==> config.mk <==
export PLATFORM = sky130hd
export DESIGN_NAME = cmp_minmax_seq
export DESIGN_NICKNAME = d
export VERILOG_FILES = /design/src/rtl/cmp_minmax_seq.sv
export SDC_FILE = /design/constraint.sdc
export NUM_CORES = 1
export LEC_CHECK = 0
export ABC_AREA = 1
export ABC_CLOCK_PERIOD_IN_PS = 1990
export CAP_MARGIN = 20
export CORE_MARGIN = 3
export CORE_UTILIZATION = 51
export DETAILED_ROUTE_END_ITERATION = 7
export PLACE_DENSITY_LB_ADDON = 0.2
export SLEW_MARGIN = 40
export SYNTH_ARGS = -nofsm -noshare
export SYNTH_HDL_FRONTEND = slang
export SYNTH_SLANG_ARGS = --single-unit
export TNS_END_PERCENT = 30
==> constraint.sdc <==
create_clock -name clk -period 1.99 [get_ports clk]
set_input_delay 0.597 -clock clk [delete_from_list [all_inputs] [get_ports clk]]
set_output_delay 0.597 -clock clk [all_outputs]
set_load 0.05 [all_outputs]
==> src/rtl/cmp_minmax_seq.sv <==
`default_nettype none
// ============================================================================
// Module   : cmp_minmax_seq
// Summary  : Buffers an operand burst and finds its max/min (value and first
//            index) using one shared external magnitude comparator.
// Revision : 1.0 - initial release
// ============================================================================
module cmp_minmax_seq #(
    parameter int  DATA_W = 8,
    parameter int  DEPTH  = 8,
    localparam int IDX_W  = $clog2(DEPTH),
    localparam int CNT_W  = $clog2(DEPTH + 1)
) (
    input  logic              clk,
    input  logic              rst_n,
    input  logic              in_valid,
    output logic              in_ready,
    input  logic [DATA_W-1:0] in_data,
    input  logic              in_last,
    output logic [DATA_W-1:0] cmp_a,
    output logic [DATA_W-1:0] cmp_b,
    input  logic              cmp_gt,
    input  logic              cmp_eq,
    input  logic              cmp_lt,
    output logic              out_valid,
    input  logic              out_ready,
    output logic [DATA_W-1:0] out_max,
    output logic [DATA_W-1:0] out_min,
    output logic [IDX_W-1:0]  out_max_idx,
    output logic [IDX_W-1:0]  out_min_idx,
    output logic [CNT_W-1:0]  out_count,
    output logic              cmp_err
);

    typedef enum logic [1:0] {
        S_LOAD     = 2'd0,
        S_SCAN_MAX = 2'd1,
        S_SCAN_MIN = 2'd2,
        S_DONE     = 2'd3
    } state_t;

    localparam logic [CNT_W-1:0] c_cnt_one  = CNT_W'(1);
    localparam logic [CNT_W-1:0] c_cnt_fill = CNT_W'(DEPTH - 1);
    localparam logic [IDX_W-1:0] c_idx_one  = IDX_W'(1);

    state_t            r_state;
    state_t            w_state_nxt;
    logic [DATA_W-1:0] r_buf [DEPTH];
    logic [CNT_W-1:0]  r_count;
    logic [IDX_W-1:0]  r_i;
    logic [DATA_W-1:0] r_best_max;
    logic [DATA_W-1:0] r_best_min;
    logic [IDX_W-1:0]  r_max_idx;
    logic [IDX_W-1:0]  r_min_idx;
    logic              r_out_valid;
    logic              r_cmp_err;

    logic              w_accept;
    logic              w_burst_end;
    logic              w_scan_end;
    logic              w_scanning;
    logic              w_flags_bad;
    logic [DATA_W-1:0] w_cand;

    assign w_accept    = in_valid && (r_state == S_LOAD);
    // A burst closes on in_last or on the accept that fills the buffer.
    assign w_burst_end = w_accept && (in_last || (r_count == c_cnt_fill));
    assign w_cand      = r_buf[r_i];
    assign w_scan_end  = (CNT_W'(r_i) == (r_count - c_cnt_one));
    assign w_scanning  = (r_state == S_SCAN_MAX) || (r_state == S_SCAN_MIN);
    assign w_flags_bad = !$onehot({cmp_gt, cmp_eq, cmp_lt});

    assign out_valid = r_out_valid;
    assign cmp_err   = r_cmp_err;

    always_ff @(posedge clk or negedge rst_n) begin
        if (!rst_n) begin
            r_state <= S_LOAD;
        end else begin
            r_state <= w_state_nxt;
        end
    end

    always_comb begin
        w_state_nxt = r_state;
        in_ready    = 1'b0;
        cmp_a       = '0;
        cmp_b       = '0;
        case (r_state)
            S_LOAD: begin
                in_ready = 1'b1;
                if (w_burst_end) begin
                    w_state_nxt = (r_count == '0) ? S_DONE : S_SCAN_MAX;
                end
            end
            S_SCAN_MAX: begin
                cmp_a = w_cand;
                cmp_b = r_best_max;
                if (w_scan_end) begin
                    w_state_nxt = S_SCAN_MIN;
                end
            end
            S_SCAN_MIN: begin
                cmp_a = w_cand;
                cmp_b = r_best_min;
                if (w_scan_end) begin
                    w_state_nxt = S_DONE;
                end
            end
            S_DONE: begin
                if (r_out_valid && out_ready) begin
                    w_state_nxt = S_LOAD;
                end
            end
            default: w_state_nxt = S_LOAD;
        endcase
    end

    always_ff @(posedge clk) begin
        if (w_accept) begin
            r_buf[r_count[IDX_W-1:0]] <= in_data;
        end
    end

    always_ff @(posedge clk or negedge rst_n) begin
        if (!rst_n) begin
            r_count     <= '0;
            r_i         <= '0;
            r_best_max  <= '0;
            r_best_min  <= '0;
            r_max_idx   <= '0;
            r_min_idx   <= '0;
            r_out_valid <= 1'b0;
            r_cmp_err   <= 1'b0;
            out_max     <= '0;
            out_min     <= '0;
            out_max_idx <= '0;
            out_min_idx <= '0;
            out_count   <= '0;
        end else begin
            if (w_scanning && w_flags_bad) begin
                r_cmp_err <= 1'b1;
            end
            case (r_state)
                S_LOAD: begin
                    if (w_accept) begin
                        r_count <= r_count + c_cnt_one;
                        r_i     <= c_idx_one;
                        // Element 0 seeds both running extremes.
                        if (r_count == '0) begin
                            r_best_max <= in_data;
                            r_best_min <= in_data;
                            r_max_idx  <= '0;
                            r_min_idx  <= '0;
                        end
                    end
                end
                S_SCAN_MAX: begin
                    if (cmp_gt) begin
                        r_best_max <= w_cand;
                        r_max_idx  <= r_i;
                    end
                    r_i <= w_scan_end ? c_idx_one : (r_i + c_idx_one);
                end
                S_SCAN_MIN: begin
                    if (cmp_lt) begin
                        r_best_min <= w_cand;
                        r_min_idx  <= r_i;
                    end
                    r_i <= r_i + c_idx_one;
                end
                S_DONE: begin
                    // First DONE cycle publishes the result; it then holds until taken.
                    if (!r_out_valid) begin
                        r_out_valid <= 1'b1;
                        out_max     <= r_best_max;
                        out_min     <= r_best_min;
                        out_max_idx <= r_max_idx;
                        out_min_idx <= r_min_idx;
                        out_count   <= r_count;
                    end else if (out_ready) begin
                        r_out_valid <= 1'b0;
                        r_count     <= '0;
                    end
                end
                default: ;
            endcase
        end
    end

endmodule
`default_nettype wire
# Word-level counts from Yosys, hierarchy flattened
# Memories as Yosys holds them, arrays and structs flattened.
# Cells that the tools add are included.
# totals
in_bits	16
memories	1
word_cells	89
register_bits	59
out_inout_bits	45
mem_bits_rw	64
# mem_list
memory	depth	word_bits	read_ports	rd_ports_with_merged_regs	wr	line_no	text
r_buf	8	8	1	0	1	48	logic [DATA_W-1:0] r_buf [DEPTH];
# op_classes
mux	32
bitwise_logic	1
n_addsub	5
eq_ne	16
n_reduce_logical	20
# ops
cell	count
$pmux 8 s2	3
$mux 8	5
$mux 3	6
$ne 2x2->1 const B	9
$reduce_and 4->1	4
$mux 4	3
$pmux 3 s2	2
$mux 2	5
$pmux 3 s3	1
$pmux 2 s4	1
$pmux 4 s2	1
$reduce_bool 2->1	3
$mux 1	5
$add 4x1->4 const B	1
$eq 2x1->1 const B	2
$eq 2x2->1 const B	2
$eq 3x4->1	1
$eq 4x3->1 const B	1
$logic_and 1x1->1	4
$logic_not 4->1	1
$reduce_and 2->1	2
$sub 4x1->4 const B	1
$add 3x1->3 const B	1
$reduce_bool 3->1	1
8 further kinds	9

# Logic depth before layout (Yosys ltp)
# depth
word_depth	5
depth_mapped	11

# Worst setup path after synthesis
# Ideal clock, no wire load.
# synth_path
path_kind	register to output
startpoint	reg r_state[0]
endpoint	out cmp_b[0]
setup_slack_ns	-0.562
required_ns	1.393
arrival_ns	1.955
path_stages_with_launch	7
cell_sequence	dfrtp_1 > inv_1 > ha_1 > buf_2 > buf_2 > nand2_1 > a21oi_1
# synth_between
elab_chain_cells	2
# synth_lines
item	line_no	text
start: declaration	46	state_t r_state;
start signal: assignment	80	r_state <= w_state_nxt;
$eq 2x2->1 or $eq 2x1->1 (tied branches)	89	case (r_state)
$pmux 8 s2 (*)	89	
end: declaration	21	output logic [DATA_W-1:0] cmp_b,
# Mark *: on every way between the ends. The rest lies on a longest branch, timed or not.

# Worst setup path after layout
# layout_path
startpoint	reg r_i[0]
endpoint	out cmp_a[6]
# layout_between
elab_chain_cells	2
# layout_lines
item	line_no	text
start: declaration	50	logic [IDX_W-1:0] r_i;
start signal: assignment	148	r_i <= c_idx_one;
start signal: assignment	163	r_i <= w_scan_end ? c_idx_one : (r_i + c_idx_one);
start signal: assignment	170	r_i <= r_i + c_idx_one;
$mem_v2 8x8	-	
$mux 8	89	
end: declaration	20	output logic [DATA_W-1:0] cmp_a,
# No other way between the ends.

==> flow_metrics.env <==
export IMPL_port_buffers=60
export IMPL_vias_per_cell=5.64
export IMPL_gr_total_overflow=0
export IMPL_cts_max_path_buffers=2
export IMPL_crit_slowest_cell="dfrtp_2"
export IMPL_path_clk_slew_ps=60
export IMPL_fill_cells=647
export IMPL_worstPathCellList="buf_12 -> nor2_1 -> nor2_1 -> o21ai_1 -> nand3_1 -> nand2_2 -> nor2_4 -> buf_8"
export IMPL_violations="negative setup slack"
export IMPL_tightestPinTransition_ps=507
export IMPL_grt_pass1_vias=4790
export IMPL_setup_ws_ps=-613
export IMPL_postPlaceCellArea_sq_um=6820
export IMPL_wire_per_inst_um=18.6
export IMPL_antenna_found_initial=0
export IMPL_ys_flop_type="edfxtp_1"
export IMPL_dp_cells=764
export IMPL_fin_worst_skew_ps=9.06
export IMPL_synth_seq_area_share_pct=60.0
export IMPL_power_density_nw_per_um2=1920
export IMPL_cpPeakStageDelay_ps=470
export IMPL_end_kind="output port"
export IMPL_crit_fanout=19
export IMPL_yosysTopAreaCellShare_pct=33.9
export IMPL_syn2layout_area_growth_pct=40.6
export IMPL_cp_buffers_inverters=2
export IMPL_crit_path_frequent_cell="nor2_1"
export IMPL_start_util_pct=53.7
export IMPL_holdWs_ps=67.0
export IMPL_startpoint="r_i[0]$_DFFE_PN0P_"
export IMPL_hold_path_class="in -> async"
export IMPL_start_kind="flop"
export IMPL_dieArea_sq_um=12400
export IMPL_fmax_mhz=384
export IMPL_power_ir_vdd_worst_mv=1.20
export IMPL_multi_input_area_sq_um=2290
export IMPL_crit_required_ps=1390
export IMPL_syn_instance_count=548
export IMPL_clk_latency_ps=530
export IMPL_gp_congestion=0.885
export IMPL_clock_sinks=123
export IMPL_postLayoutCellArea_sq_um=7960
export IMPL_fin_crit_ps=2600
export IMPL_drv_cap=0
export IMPL_yosysTopAreaCell="edfxtp_1"
export IMPL_die_x_um=111
export IMPL_nNetsFinal=714
export IMPL_cts_tree="yes"
export IMPL_route_met2_wl_mm=7.72
export IMPL_top_layer="met4"
export IMPL_core_area_sq_um=10600
export IMPL_drc=0
export IMPL_drive_gt1_share_pct=40.1
export IMPL_grt_start_max_net_pins=60
export IMPL_syn_avg_cell_area_sq_um=10.3
export IMPL_critical_path_class="reg -> out"
export IMPL_synth_cell_types=38
export IMPL_final_instance_count_excl_fill=837
export IMPL_finalSetupViolCount=25
export IMPL_drt_pass1_iterations=5
export IMPL_vias=4722
export IMPL_grt_setup_unrepaired="yes"
export IMPL_drt_iter0_drc=519
export IMPL_yosys_top_cells_area="edfxtp_1 (34%), dfrtp_1 (26%), nor2_1 (6.4%)"
export IMPL_arrival_ps=2010
export IMPL_seqCellArea_sq_um=3400
export IMPL_place_hpwl_mm=9.46
export IMPL_die_h_um=111
export IMPL_rows=37
export IMPL_ys_async_sr_fraction_pct=48.0
export IMPL_power_total_mw=15.3
export IMPL_syn_nets=574
export IMPL_cts_buffers=17
export IMPL_gr_usage_all_layers_pct=25.6
export IMPL_leakage_nw=3.26
export IMPL_totalWireLength_mm=15.6
export IMPL_root_buffer="clkbuf_8"
export IMPL_outcome="finished, violations left"
export IMPL_drv_slew=0
export IMPL_htreeDepth=4
export IMPL_crit_family="simple AND/OR/NAND/NOR gates"
export IMPL_hold_viol=0
export IMPL_rr_startpoint="r_i[0]$_DFFE_PN0P_"
export IMPL_ant_nets=0
export IMPL_grt_pass1_wl_mm=25.1
export IMPL_dp_slack_ps=-55.0
export IMPL_synth_area_sq_um=5660
export IMPL_ctsHoldBuffers=0
export IMPL_m1WireLength_mm=6.23
export IMPL_pin_count=61
export IMPL_wl_met3_mm=1.14
export IMPL_yosysWarnings=0
export IMPL_yosys_register_bits=123
export IMPL_slew_headroom_pct=66.1
export IMPL_fin_crit_sh_pct=131
export IMPL_diodes=0
export IMPL_synth_edf_count=64
-- cells in the final DEF (no fill, tap or decap), types with 15 or more instances in the layout --
cell | Yosys | final
dfrtp_1 | 59 | 57
a21oi_1 | 35 | 27
o21ai_0 | 47 | 26
mux2_2 | 16 | 16
buf_4 | 4 | 106
o21ai_1 | 3 | 15
inv_1 | 23 | 21
edfxtp_1 | 64 | 64
clkbuf_16 | 0 | 16
nand2_1 | 75 | 67
nor2_1 | 97 | 83
nand3_1 | 42 | 34
-- worst paths after layout --
kind | end | slack (ps) | depth (start not counted)
setup / recovery | cmp_a[6] | -610 | 8
hold / removal | out_max[5]$_DFFE_PN0P_ | 70 | 2
setup reg to reg | r_best_min[3]$_DFFE_PN0P_ | -510 | 16
hold reg to reg | out_count[0]$_DFFE_PN0P_ | 490 | 2
max in group asynchronous | r_count[1]$_DFFE_PN0P_ | 1620 | 2
min in group clk | out_count[0]$_DFFE_PN0P_ | 490 | 2
-- cell type report --
class	instances	share of cell area, %
clock inverters	15	2.64
repair inverters	1	0.141
well taps	136	2.14
repair buffers	144	16.5
clock buffers	17	5.20
flip-flops and latches	123	42.7
multi-input cells	368	28.8
inverters	33	1.90
-- layer usage --
metal / vias to the layer above / track usage (%)
met5: - / 0
met4: 0 / 9.89
met3: 45 / 5.71
met2: 231 / 41.8
met1: 2302 / 33.7
li1: 2144 / -
-- registers in the layout, summed over array words and instances, names as in the netlist --
register     cells
out_min_idx      3
r_max_idx        3
r_buf           64
r_min_idx        3
r_best_max       8
out_max_idx      3
r_count          4
r_i              3
cmp_err          1
out_min          8
r_best_min       8
r_state          2
out_max          8
out_count        4
out_valid        1
-- cell usage after synthesis, types with 2 or more instances --
master,instances
nand2_1,75
edfxtp_1,64
ha_1,9
a21oi_2,8
nand4_1,2
buf_2,9
clkbuf_2,2
inv_6,2
inv_1,23
buf_4,4
mux2_2,16
a21oi_1,35
nand3_1,42
nand2_4,2
nor2_2,8
inv_2,6
dfrtp_1,59
o21ai_2,7
o21ai_0,47
buf_12,2
o21ai_1,3
clkbuf_1,5
nor3_1,2
nor2_1,97
nand3_2,6
-- kinds of logic (layout without fill, tap and decap cells) --
family / count (synthesis) / in the layout / synth area share [%]
xor+xnor: 1 / 1 / 0.155
buf+inv: 57 / 210 / 5.26
fa+ha+maj: 10 / 10 / 2.34
simple gates: 237 / 237 / 18.4
compound gates: 104 / 104 / 10.7
flops: 123 / 123 / 60.0
mux: 16 / 16 / 3.18
-- per-stage QoR --
stage                     TNS, ps  utilization [%]
final                      -11660             75.4
after detailed placement    -1410             64.6
after global routing       -13470             75.4
after floorplan                 0                -
after CTS                  -10650             74.0
after global placement       -619             64.6
-- where the power goes --
group          internal, mW  switching, mW  leakage (nW)  total, mW
clock                  2.06           1.20         0.311       3.26
combinational          3.12           5.09          1.66       8.21
sequential             3.35          0.451          1.29       3.80
-- repair_timing --
item	in CTS	in global routing
resized for setup	37	41
gates cloned	2	0
endpoints found under the setup margin	27	32
setup buffers	36	3
pin swaps	10	11
(Power assumes the default switching activity.)
